### config.mk
export PLATFORM = sky130hd
export DESIGN_NAME = cacheline_arbiter
export DESIGN_NICKNAME = d
export VERILOG_FILES = /design/src/rtl/cacheline_arbiter.sv
export SDC_FILE = /design/constraint.sdc
export NUM_CORES = 1
export LEC_CHECK = 0
export ABC_AREA = 1
export BUFFER_PORTS_ARGS = -buffer_cell sky130_fd_sc_hd__buf_4
export CELL_PAD_IN_SITES_DETAIL_PLACEMENT = 2
export CELL_PAD_IN_SITES_GLOBAL_PLACEMENT = 2
export CORE_AREA = 2 2 536 538
export CTS_BUF_LIST = sky130_fd_sc_hd__clkbuf_4 sky130_fd_sc_hd__clkbuf_8 sky130_fd_sc_hd__clkbuf_16
export DETAILED_ROUTE_END_ITERATION = 10
export DIE_AREA = 0 0 538 540
export PLACE_DENSITY = 0.3
export SYNTH_ARGS = -nofsm -noshare
export SYNTH_HDL_FRONTEND = slang
export SYNTH_SLANG_ARGS = --single-unit
export TNS_END_PERCENT = 100
### constraint.sdc
create_clock -name clk -period 12.1 [get_ports clk]
set_input_delay 1.21 -clock clk [delete_from_list [all_inputs] [get_ports clk]]
set_output_delay 1.21 -clock clk [all_outputs]
set_load 0.02 [all_outputs]
### src/rtl/cacheline_arbiter.sv
// rtl/cacheline_arbiter.sv - I/D cacheline arbiter for one physical-memory port (optional ARB_ROUND_ROBIN_EN)
module cacheline_arbiter #(
    parameter int LINE_WIDTH = 256,
    parameter int ADDR_WIDTH = 32
) (
    input  logic                  clk,
    input  logic                  rst,
    input  logic                  i_read,
    input  logic [ADDR_WIDTH-1:0] i_address,
    output logic [LINE_WIDTH-1:0] i_rdata,
    output logic                  i_resp,
    input  logic                  d_read,
    input  logic                  d_write,
    input  logic [ADDR_WIDTH-1:0] d_address,
    input  logic [LINE_WIDTH-1:0] d_wdata,
    output logic [LINE_WIDTH-1:0] d_rdata,
    output logic                  d_resp,
    output logic                  pmem_read,
    output logic                  pmem_write,
    output logic [ADDR_WIDTH-1:0] pmem_address,
    output logic [LINE_WIDTH-1:0] pmem_wdata,
    input  logic [LINE_WIDTH-1:0] pmem_rdata,
    input  logic                  pmem_resp
);

    typedef enum logic [1:0] {
        IDLE    = 2'd0,
        SERVE_I = 2'd1,
        SERVE_D = 2'd2,
        RELEASE = 2'd3
    } state_t;

    state_t                  state, state_next;
    logic                    read_next, write_next;
    logic [ADDR_WIDTH-1:0]   address_next;
    logic [LINE_WIDTH-1:0]   wdata_next;
    logic                    i_req, d_req, grant_d;

`ifdef ARB_ROUND_ROBIN_EN
    // Set when the most recent grant went to the D-cache.
    logic                    last_d, last_d_next;
`endif

    // Both caches see the memory line at all times; only x_resp qualifies it.
    assign i_rdata = pmem_rdata;
    assign d_rdata = pmem_rdata;

    // Arbitration decision used only in IDLE.
    always_comb begin
        i_req = i_read;
        d_req = d_read | d_write;
`ifdef ARB_ROUND_ROBIN_EN
        grant_d = d_req && (!i_req || !last_d);
`else
        grant_d = d_req;
`endif
    end

    // Next-state, next-strobe and response logic.
    always_comb begin
        state_next   = state;
        read_next    = pmem_read;
        write_next   = pmem_write;
        address_next = pmem_address;
        wdata_next   = pmem_wdata;
        i_resp       = 1'b0;
        d_resp       = 1'b0;
`ifdef ARB_ROUND_ROBIN_EN
        last_d_next  = last_d;
`endif
        case (state)
            IDLE: begin
                if (grant_d) begin
                    state_next   = SERVE_D;
                    address_next = d_address;
                    // A simultaneous read and write is treated as the writeback.
                    if (d_write) begin
                        write_next = 1'b1;
                        wdata_next = d_wdata;
                    end else begin
                        read_next  = 1'b1;
                    end
`ifdef ARB_ROUND_ROBIN_EN
                    last_d_next = 1'b1;
`endif
                end else if (i_req) begin
                    state_next   = SERVE_I;
                    address_next = i_address;
                    read_next    = 1'b1;
`ifdef ARB_ROUND_ROBIN_EN
                    last_d_next = 1'b0;
`endif
                end
            end
            SERVE_I: begin
                if (pmem_resp) begin
                    i_resp     = 1'b1;
                    read_next  = 1'b0;
                    write_next = 1'b0;
                    state_next = RELEASE;
                end
            end
            SERVE_D: begin
                if (pmem_resp) begin
                    d_resp     = 1'b1;
                    read_next  = 1'b0;
                    write_next = 1'b0;
                    state_next = RELEASE;
                end
            end
            RELEASE: begin
                // One dead cycle so a requester's held request cannot be re-granted.
                state_next = IDLE;
            end
            default: begin
                state_next = IDLE;
                read_next  = 1'b0;
                write_next = 1'b0;
            end
        endcase
    end

    // State and registered memory-side outputs.
    always_ff @(posedge clk or posedge rst) begin
        if (rst) begin
            state        <= IDLE;
            pmem_read    <= 1'b0;
            pmem_write   <= 1'b0;
            pmem_address <= '0;
            pmem_wdata   <= '0;
`ifdef ARB_ROUND_ROBIN_EN
            last_d       <= 1'b0;
`endif
        end else begin
            state        <= state_next;
            pmem_read    <= read_next;
            pmem_write   <= write_next;
            pmem_address <= address_next;
            pmem_wdata   <= wdata_next;
`ifdef ARB_ROUND_ROBIN_EN
            last_d       <= last_d_next;
`endif
        end
    end

    // Flag a D-cache that requests read and write at once.
    always_ff @(posedge clk) begin
        assert (rst || !(d_read && d_write));
    end

endmodule

### Word level (Yosys, flattened, before mapping)

Index checks and enable logic that the tools add are counted.

| word-level totals | value |
|---|---|
| bits in registers | 292 |
| input bits | 582 |
| output and inout bits | 804 |
| word-level logic and storage cells | 40 |

| cells by class | value |
|---|---|
| equality and inequality tests | 8 |
| mux-type cells | 17 |
| bitwise logic cells | 1 |
| reductions and logical operators | 9 |

Operators with widths:

| operator | number |
|---|---|
| 32-bit two-way mux | 2 |
| 1-bit two-way mux | 9 |
| 4-bit AND reduction | 2 |
| 2-bit two-way mux | 3 |
| 3-bit inequality test, second input constant | 2 |
| 2-bit one-hot mux with 3 select lines | 1 |
| 2-bit == test, second input constant | 2 |
| 2-bit inequality test, second input constant | 2 |
| 1-bit one-hot mux with 2 select lines | 2 |
| 2-bit AND reduction | 2 |
| 2-bit nonzero test | 2 |
| 3-bit AND reduction | 1 |
| 2-bit by 1-bit == test with 1-bit output, second input constant | 1 |
| 2-bit zero test | 1 |
| 2-bit by 1-bit inequality test with 1-bit output, second input constant | 1 |
| 2-bit OR reduction | 1 |
| 1-bit OR | 1 |

### Depth between registers and ports, before layout

Gate-level depths: netlist of the first run.

| logic depth | value |
|---|---|
| depth after elaboration | 4 |
| depth in mapped cells | 8 |

### Least setup slack after synthesis of the first run

OpenSTA, ideal clock, no wires.

| path | value |
|---|---|
| path kind | input to output |
| start point | input pmem_resp |
| end point | output d_resp |
| arrival | 1.380 ns |
| required time | 10.890 ns |
| path slack | 9.510 ns |
| stages on the path | 2 |
| buffers on the path | 0 |
| cells stage by stage | nand2_1 -> inv_1 |

| between the ends | value |
|---|---|
| word-level cells in the longest chain between the ends | 2 |

Ends and longest elaborated chain:

| element | RTL line | text |
|---|---|---|
| start, declared | 23 | `input logic pmem_resp` |
| 1-bit two-way mux | 104 | `if (pmem_resp) begin` |
| 1-bit two-way mux | 71 | `case (state)` |
| end, declared | 17 | `output logic d_resp,` |

Every way passes these cells.

### Final worst setup path of the first run

| path | value |
|---|---|
| start point | input d_write |
| end point | register pmem_wdata[224] |

| between the ends | value |
|---|---|
| word-level cells in the longest chain between the ends | 2 |

Ends and longest elaborated chain:

| element | RTL line | text |
|---|---|---|
| start, declared | 13 | `input logic d_write,` |
| 1-bit OR | 51 | `d_req = d_read \| d_write;` |
| 3-bit AND reduction (no source line) * | - |  |
| end signal, assigned | 139 | `pmem_wdata <= wdata_next;` |
| end, declared | 21 | `output logic [LINE_WIDTH-1:0] pmem_wdata,` |

Mark *: on every way between the ends. The rest lies on a longest branch, timed or not.
A chain may end at the register's enable or synchronous reset.

==> metrics.yaml, run 1 <==
outcome:
  status: "finished, final reports clean"
critical_path:
  cp_slowest_cell: "buf_4"
  worst-path-buf-inv: 3
  start_kind: "input port"
  path_delay_family: "buffers and inverters"
  startpoint: "d_write"
  worstPathMaxFanout: 57
  reg2reg_from: "state[0]"
  cp.required_ns: 12.69
  crit_chain: "buf_4, nand2_8, buf_4, buf_4, mux2_4"
  cp-end-kind: "flip-flop"
  cp_num_cells: 5
  crit_top_cell: "buf_4"
  criticalPathCategory: "input port to flip-flop"
  cpPeakStageDelay_ns: 0.79
  worstPathArrival_ns: 4.02
  reg2reg_depth: 6
floorplanning:
  die_w_um: 538
  core_mm2: 0.2845
  die_h_um: 540
  fp-row-count: 196
  fp.dieArea_mm2: 0.2905
  num_io_pins: 1386
  start_util_pct: 5.691
yosys:
  yosysUniqueCellTypes: 20
  async_flop_share_pct: 100.0
  synth_top_area_cell: "dfrtp_1"
  synth_edf_count: 0
  synthTopCellsByCount: "buf_4 (513), dfrtp_1 (292), mux2_4 (200)"
  synth_area_per_cell_um2: 12.11
  syn_area_mm2: 0.01619
  ys_top_cells_by_area: "dfrtp_1 (45%), buf_4 (24%), mux2_4 (19%)"
  synth_flop_cell: "dfrtp_1"
  synth-seq-cells: 292
  ys_seq_area_share_pct: 45.13
  syn_inst: 1337
  synth_most_common_cell: "buf_4"
  synthesis.nets: 1923
  yosysTopAreaCellShare_pct: 45.13
  yosys_warnings: 0
timing:
  tns_ns: 0
  hold_slack_ns: 0.4874
  fin_crit_sh_pct: 28.32
  max_freq_mhz: 291.8
  final_hold_viol_count: 0
  setup_viol: 0
  maxSlewHeadroom_pct: 32.53
  final_max_slew_viol_count: 0
  skew_ns: 0.02440
  worst_slew_pin_slew_ns: 1.012
  rsz0062_at_grt: "false"
  fin_crit_ns: 3.427
drt:
  highest_layer: "met5"
  met2_length_um: 41590
  avgRoutedWirePerCell_um: 21.06
  post_drt_via_cell_ratio: 1.924
  drt_iter0_drc: 295
  drc_errors: 0
  drtAntennaViolNets: 0
  wl_met1_um: 40690
  wl_met3_um: 19840
  first_pass_iters: 4
  vias: 10140
  wl_um: 110900
finish:
  multi_input_area_mm2: 0.004527
  utilization_pct: 8.141
  fillCellCount: 33270
  syn_to_final_growth_pct: 43.04
  fin_nets: 2049
  drive_gt1_share_pct: 65.18
  regArea_mm2: 0.007307
  final_area_mm2: 0.02316
power:
  leakagePower_uw: 0.009985
  powerDensity_mw_per_mm2: 285.3
  finalPower_uw: 6607
  ir_drop_mv: 0.1062
min_path:
  worstHoldStart: "pmem_read"
  hold_path.class: "flip-flop to flip-flop"
  whs_path_depth: 2
placed_design:
  dpl_cell_area_mm2: 0.02142
  gp_congestion: 0.6966
  dp_hpwl_um: 92340
  portBuffers: 617
clock_network:
  cts.sinks: 292
  cts_tree: "done"
  cts_max_path_buffers: 3
  cts_resized: 0
  clk_latency_ns: 0.72
  cts_root_buffer: "clkbuf_16"
  cts_buffers: 51
  cts.reportedPaths.clkPinSlew_ns: 0.05
  cts_setup_buffers: 0
  h-tree-depth: 2
  hold_buffers: 0
grt:
  antenna_found_initial: 48
  grt_first_pass_wirelength_um: 137200
  grtUsageTotal_pct: 7.394
  overflow: 0
  grt_pass1_vias: 11440
  grt_max_degree: 85
flow_run:
  cap_violations: 0
## path summary, 6_finish.rpt
check	slack (ns)	to
min	0.49	pmem_read
max	8.67	pmem_wdata[224]
min reg2reg	0.49	pmem_read
max in group asynchronous	9.44	pmem_wdata[88]
min in group asynchronous	0.58	pmem_wdata[163]
max reg2reg	8.72	pmem_wdata[224]
## sequential cells by signal (all words and copies together) (netlist names)
signal	count
pmem_wdata	256
pmem_address	32
state	2
pmem_read	1
pmem_write	1
## routing by layer
metal | vias up | GRT usage (%)
met5 | - | 0.04997
met4 | 16 | 5.231
met3 | 426 | 5.656
met2 | 823 | 9.784
met1 | 4781 | 7.915
li1 | 4091 | -
## worst register-to-register path: stages, from the launching register on
cell and delay (ns):
dfrtp_1 0.37, inv_1 0.09, ha_1 0.31, nand2_8 0.51, buf_4 0.69, buf_4 0.85
mux2_4 0.46
## layout make-up
class	count	area share [%]
timing repair buffer	629	20.39
tap	3762	20.32
clock inverter	12	0.5889
antenna	8	0.08644
clock buffer	77	6.834
inverter	40	0.6807
sequential	292	31.55
multi-input combinational	449	19.55
## power breakdown
group / switching, µW / internal, µW / leakage [µW]
Combinational: 1820 / 1410 / 0.00568
Sequential: 323 / 1480 / 0.00345
Clock: 652 / 918 / 0.000854
## through the flow
stage | std cells | worst slack (ns)
3_5_place_dp | 5172 | 7.734
3_3_place_gp | 5172 | 7.742
6_report | 5269 | 8.673
5_1_grt | 5262 | 8.415
2_1_floorplan | 1337 | 2.828
4_1_cts | 5261 | 8.517
## layout by cell type (no fill, tap or decap), drive strengths merged
| master | netlist | layout |
|---|---|---|
| dfrtp | 292 | 292 |
| nor2 | 1 | 1 |
| clkbuf | 8 | 77 |
| or2 | 1 | 1 |
| o21ai | 65 | 65 |
| nand3 | 5 | 5 |
| nand4 | 2 | 2 |
| mux2 | 256 | 256 |
| diode | 0 | 8 |
| clkinv | 0 | 7 |
| buf | 548 | 629 |
| a21boi | 1 | 1 |
| nand2 | 114 | 114 |
| bufinv | 0 | 1 |
| clkinvlp | 0 | 3 |
| inv | 40 | 41 |
| ha | 4 | 4 |
## logic make-up after synthesis
group,share of synthesized area [%]
compound gates,2.125
buf+inv,26.96
flops,45.13
fa+ha+maj,0.3091
simple gates,3.029
mux,22.44
Power figures use the tool's default switching activity.
==> run 2, diff against run 1 <==
--- a/config.mk
+++ b/config.mk
@@ -5,14 +5,14 @@
 export SDC_FILE = /design/constraint.sdc
 export NUM_CORES = 1
 export LEC_CHECK = 0
-export ABC_AREA = 1
+export ABC_AREA = 0
 export BUFFER_PORTS_ARGS = -buffer_cell sky130_fd_sc_hd__buf_4
 export CELL_PAD_IN_SITES_DETAIL_PLACEMENT = 2
 export CELL_PAD_IN_SITES_GLOBAL_PLACEMENT = 2
-export CORE_AREA = 2 2 536 538
+export CORE_AREA = 2 2 546 548
 export CTS_BUF_LIST = sky130_fd_sc_hd__clkbuf_4 sky130_fd_sc_hd__clkbuf_8 sky130_fd_sc_hd__clkbuf_16
 export DETAILED_ROUTE_END_ITERATION = 10
-export DIE_AREA = 0 0 538 540
+export DIE_AREA = 0 0 548 550
 export PLACE_DENSITY = 0.3
 export SYNTH_ARGS = -nofsm -noshare
 export SYNTH_HDL_FRONTEND = slang
==> constraint.sdc (replaced) <==
create_clock -name clk -period 3.1 [get_ports clk]
set_input_delay 0.31 -clock clk [delete_from_list [all_inputs] [get_ports clk]]
set_output_delay 0.31 -clock clk [all_outputs]
set_load 0.02 [all_outputs]
==> run 2 against run 1 <==
  * Die area increased by 3.7%
  * Cell count up 7.5%
  * Critical path depth unchanged
  * Count of clock-buffer cells in the layout shrank 4
  * Sequential power rose to 3.8 times the previous value
  * Flip-flop and latch count unchanged
  * First-iteration DRC count fell by 27%
  * Clock power increased to 3.8 times the previous value
  * Combinational power rose to 3.8 times the previous value
  * Clock skew grew 0.0078 ns
==> metrics.yaml, run 2 <==
outcome:
  status: "finished, final reports clean"
drt:
  drtAntennaViolNets: 0  # unchanged
  drt_iter0_drc: 215  # -27%
  first_pass_iters: 4  # unchanged
  drc_errors: 0  # unchanged
  post_drt_via_cell_ratio: 1.945  # +1.1%
  vias: 11020  # +8.7%
  wl_um: 115800  # +4.4%
  avgRoutedWirePerCell_um: 20.44  # -2.9%
finish:
  layout_commonest_cell: "buf_4"
  regArea_mm2: 0.007307  # unchanged
  utilization_pct: 8.762  # +0.62 points
  multi_input_area_mm2: 0.003782  # -16%
  fillCellCount: 34510  # +3.7%
  drive_gt1_share_pct: 57.05  # -8.1 points
  reg_top3: "pmem_wdata: 256 flops, pmem_address: 32 flops, state: 2 flops"
  largest_register_ffs: 256  # unchanged
  largest_register: "pmem_wdata"
  fin_nets: 2274  # +11%
  syn_to_final_growth_pct: 68.94
  final_cell_mix: "buf_4 (622), dlygate4sd3_1 (324), dfrtp_1 (292)"
flow_run:
  cap_violations: 0  # unchanged
min_path:
  worstHoldStart: "d_address[15]"
  whs_path_depth: 3  # +1
  hold_path.class: "input port to flip-flop"
  whs_endpoint: "pmem_address[15]"
placed_design:
  gp_congestion: 0.6483  # -6.9%
  dp_hpwl_um: 98130  # +6.3%
  portBuffers: 617  # unchanged
timing:
  worst_slew_pin_slew_ns: 0.6381  # -0.3740 ns
  final_max_slew_viol_count: 0  # unchanged
  fin_crit_ns: 2.295
  maxSlewHeadroom_pct: 56.86  # +24 points
  skew_ns: 0.03221  # +0.007815 ns
  rsz0062_at_grt: "false"
  final_hold_viol_count: 0  # unchanged
  setup_viol: 0  # unchanged
  fin_crit_sh_pct: 74.02
  max_freq_mhz: 435.8
power:
  p_clk_share_pct: 23.6  # -0.2 points
  switching_share_pct: 42.92  # +0.59 points
  leakagePower_uw: 0.01015  # +1.6%
  p_int_uw: 14350  # +280%
  switching_power_uw: 10790  # +290%
  finalPower_uw: 25140  # +280%
  p_seq_share_pct: 27.5  # +0.2 points
  powerDensity_mw_per_mm2: 971.0  # +240%
  ir_drop_mv: 0.4220  # +300%
  combPwrFrac_pct: 48.9  # about the same
grt:
  grtUsageMet2_pct: 11.11  # +1.3 points
  grt_first_pass_wirelength_um: 143800  # +4.8%
  overflow: 0  # unchanged
  grtUsageTotal_pct: 7.495  # +0.10 points
  use_met1_pct: 6.736  # -1.2 points
  busiest_layer: "met2"
  antenna_found_initial: 66  # +38%
  grt_max_degree: 104  # +22%
  grt_util_met3_pct: 7.089  # +1.4 points
  grt_pass1_vias: 12550  # +9.7%
critical_path:
  start_kind: "flip-flop"
  cp_slowest_cell: "or4b_2"
  crit_chain: "inv_1, ha_1, or4b_2, dlygate4sd3_1, a2bb2oi_1"
  ff2ff_setup_slack_ns: 0.81  # -7.91 ns
  cp-end-kind: "flip-flop"
  worstPathMaxFanout: 6  # -89%
  cpPeakStageDelay_ns: 0.64  # -0.15 ns
  criticalPathCategory: "flip-flop to flip-flop"
  r2r-end: "state[0]"
  reg2reg_from: "state[1]"
  reg2reg_depth: 5  # -1
  startpoint: "state[1]"
  cp.required_ns: 3.70  # -8.99 ns
  worstPathArrival_ns: 2.90  # -1.12 ns
yosys:
  synth-seq-cells: 292  # unchanged
  synth_flop_cell: "dfrtp_1"
  synth_top_area_cell: "dfrtp_1"
  synthTopCellsByCount: "buf_4 (512), dfrtp_1 (292), mux2_2 (235)"
  yosysUniqueCellTypes: 25  # +25%
  yosys_warnings: 0  # unchanged
  ys_top_cells_by_area: "dfrtp_1 (48%), buf_4 (25%), mux2_2 (17%)"
  yosysTopAreaCellShare_pct: 47.67  # +2.5 points
  synth_most_common_cell: "buf_4"
  syn_inst: 1228  # -8.2%
  synth_edf_count: 0  # unchanged
  async_flop_share_pct: 100.0  # unchanged
  synthesis.nets: 1814  # -5.7%
  syn_area_mm2: 0.01533  # -5.3%
  synth_area_per_cell_um2: 12.48  # +3.1%
  ys_seq_area_share_pct: 47.67  # +2.5 points
clock_network:
  cts.reportedPaths.clkPinSlew_ns: 0.05  # about the same
  cts_max_path_buffers: 3  # unchanged
  cts.sinks: 292  # unchanged
  h-tree-depth: 2  # unchanged
  cts_root_buffer: "clkbuf_16"
  cts_buffers: 50  # -2.0%
  cts_setup_buffers: 0  # unchanged
  cts_tree: "done"
  clk_latency_ns: 0.71  # about the same
floorplanning:
  num_io_pins: 1386  # unchanged
  start_util_pct: 5.186  # -0.51 points
  die_w_um: 548  # +1.9%
  core_mm2: 0.2955  # +3.9%
  fp.dieArea_mm2: 0.3014  # +3.7%
  fp-row-count: 200  # +2.0%
  die_h_um: 550  # +1.9%
## run 2: worst max path at each step
stage | end | cells past startpoint
4_1_cts | state[0] | 5
3_5_place_dp | pmem_wdata[195] | 5
5_1_grt | state[0] | 5
3_3_place_gp | pmem_wdata[214] | 5
6_report | state[0] | 5
2_1_floorplan | pmem_address[0] | 1
## run 2: logic make-up (layout without fill, tap and decap cells)
| kind of cell | count (synthesis) | after routing | share of synthesized area (%) |
|---|---|---|---|
| other | 0 | 4 | 0 |
| adder cells (fa/ha/maj) | 4 | 4 | 0.3265 |
| AND/OR/NAND/NOR | 44 | 44 | 1.249 |
| flip-flops | 292 | 292 | 47.67 |
| multiplexers | 288 | 288 | 21.41 |
| buffers and inverters | 556 | 1051 | 27.70 |
| AO/OA/AOI/OAI | 44 | 44 | 1.641 |
## run 2: metrics by stage
step	setup WS, ns	cells	setup TNS, ns	hold WS [ns]	cell area [µm²]
finish	0.8053	5666	0	0.1016	25890
global route	0.7342	5663	0	0.06948	25890
CTS	0.7656	5662	0	0.006692	25880
detailed placement	0.7836	5251	0	0.3525	20970
global placement	0.8283	5251	0	0.3517	20970
floorplan	-1.085	1228	-316.87	0.4580	15330
## run 2: timing repair
action                                 in CTS  in global routing
hold buffers                              324                  0
endpoints found under the hold margin     410                  0
gates resized for setup                     0                  0
## run 2: power groups by stage
stage / registers, µW / clock network [µW] / logic, µW
floorplan: 9150 / 0 / 4040
global placement: 7010 / 0 / 12700
detailed placement: 7060 / 0 / 12700
CTS: 7020 / 6410 / 13100
global route: 7260 / 6440 / 13800
finish: 6920 / 5930 / 12300
## run 2: final cells by class
type / count / share of cell area [%]
clock inverter: 14 / 0.8311
timing repair buffer: 959 / 31.56
inverter: 5 / 0.08698
multi-input combinational: 380 / 14.61
tap: 3939 / 19.03
antenna: 4 / 0.03866
sequential: 292 / 28.22
clock buffer: 73 / 5.620
## run 2: layer usage
layer  routed length (µm)  vias to the layer above
met5                  288                        -
met4                 6518                       10
met3                24280                      348
met2                48180                     1053
met1                36550                     5131
li1                     -                     4478
## run 2: worst max-delay path: cells and delay by family (launching register included)
family | cells | cell delay, ns
AND/OR/NAND/NOR | 1 | 0.64
flip-flops | 1 | 0.40
buffers and inverters | 2 | 0.72
adder cells (fa/ha/maj) | 1 | 0.31
AO/OA/AOI/OAI | 1 | 0.14
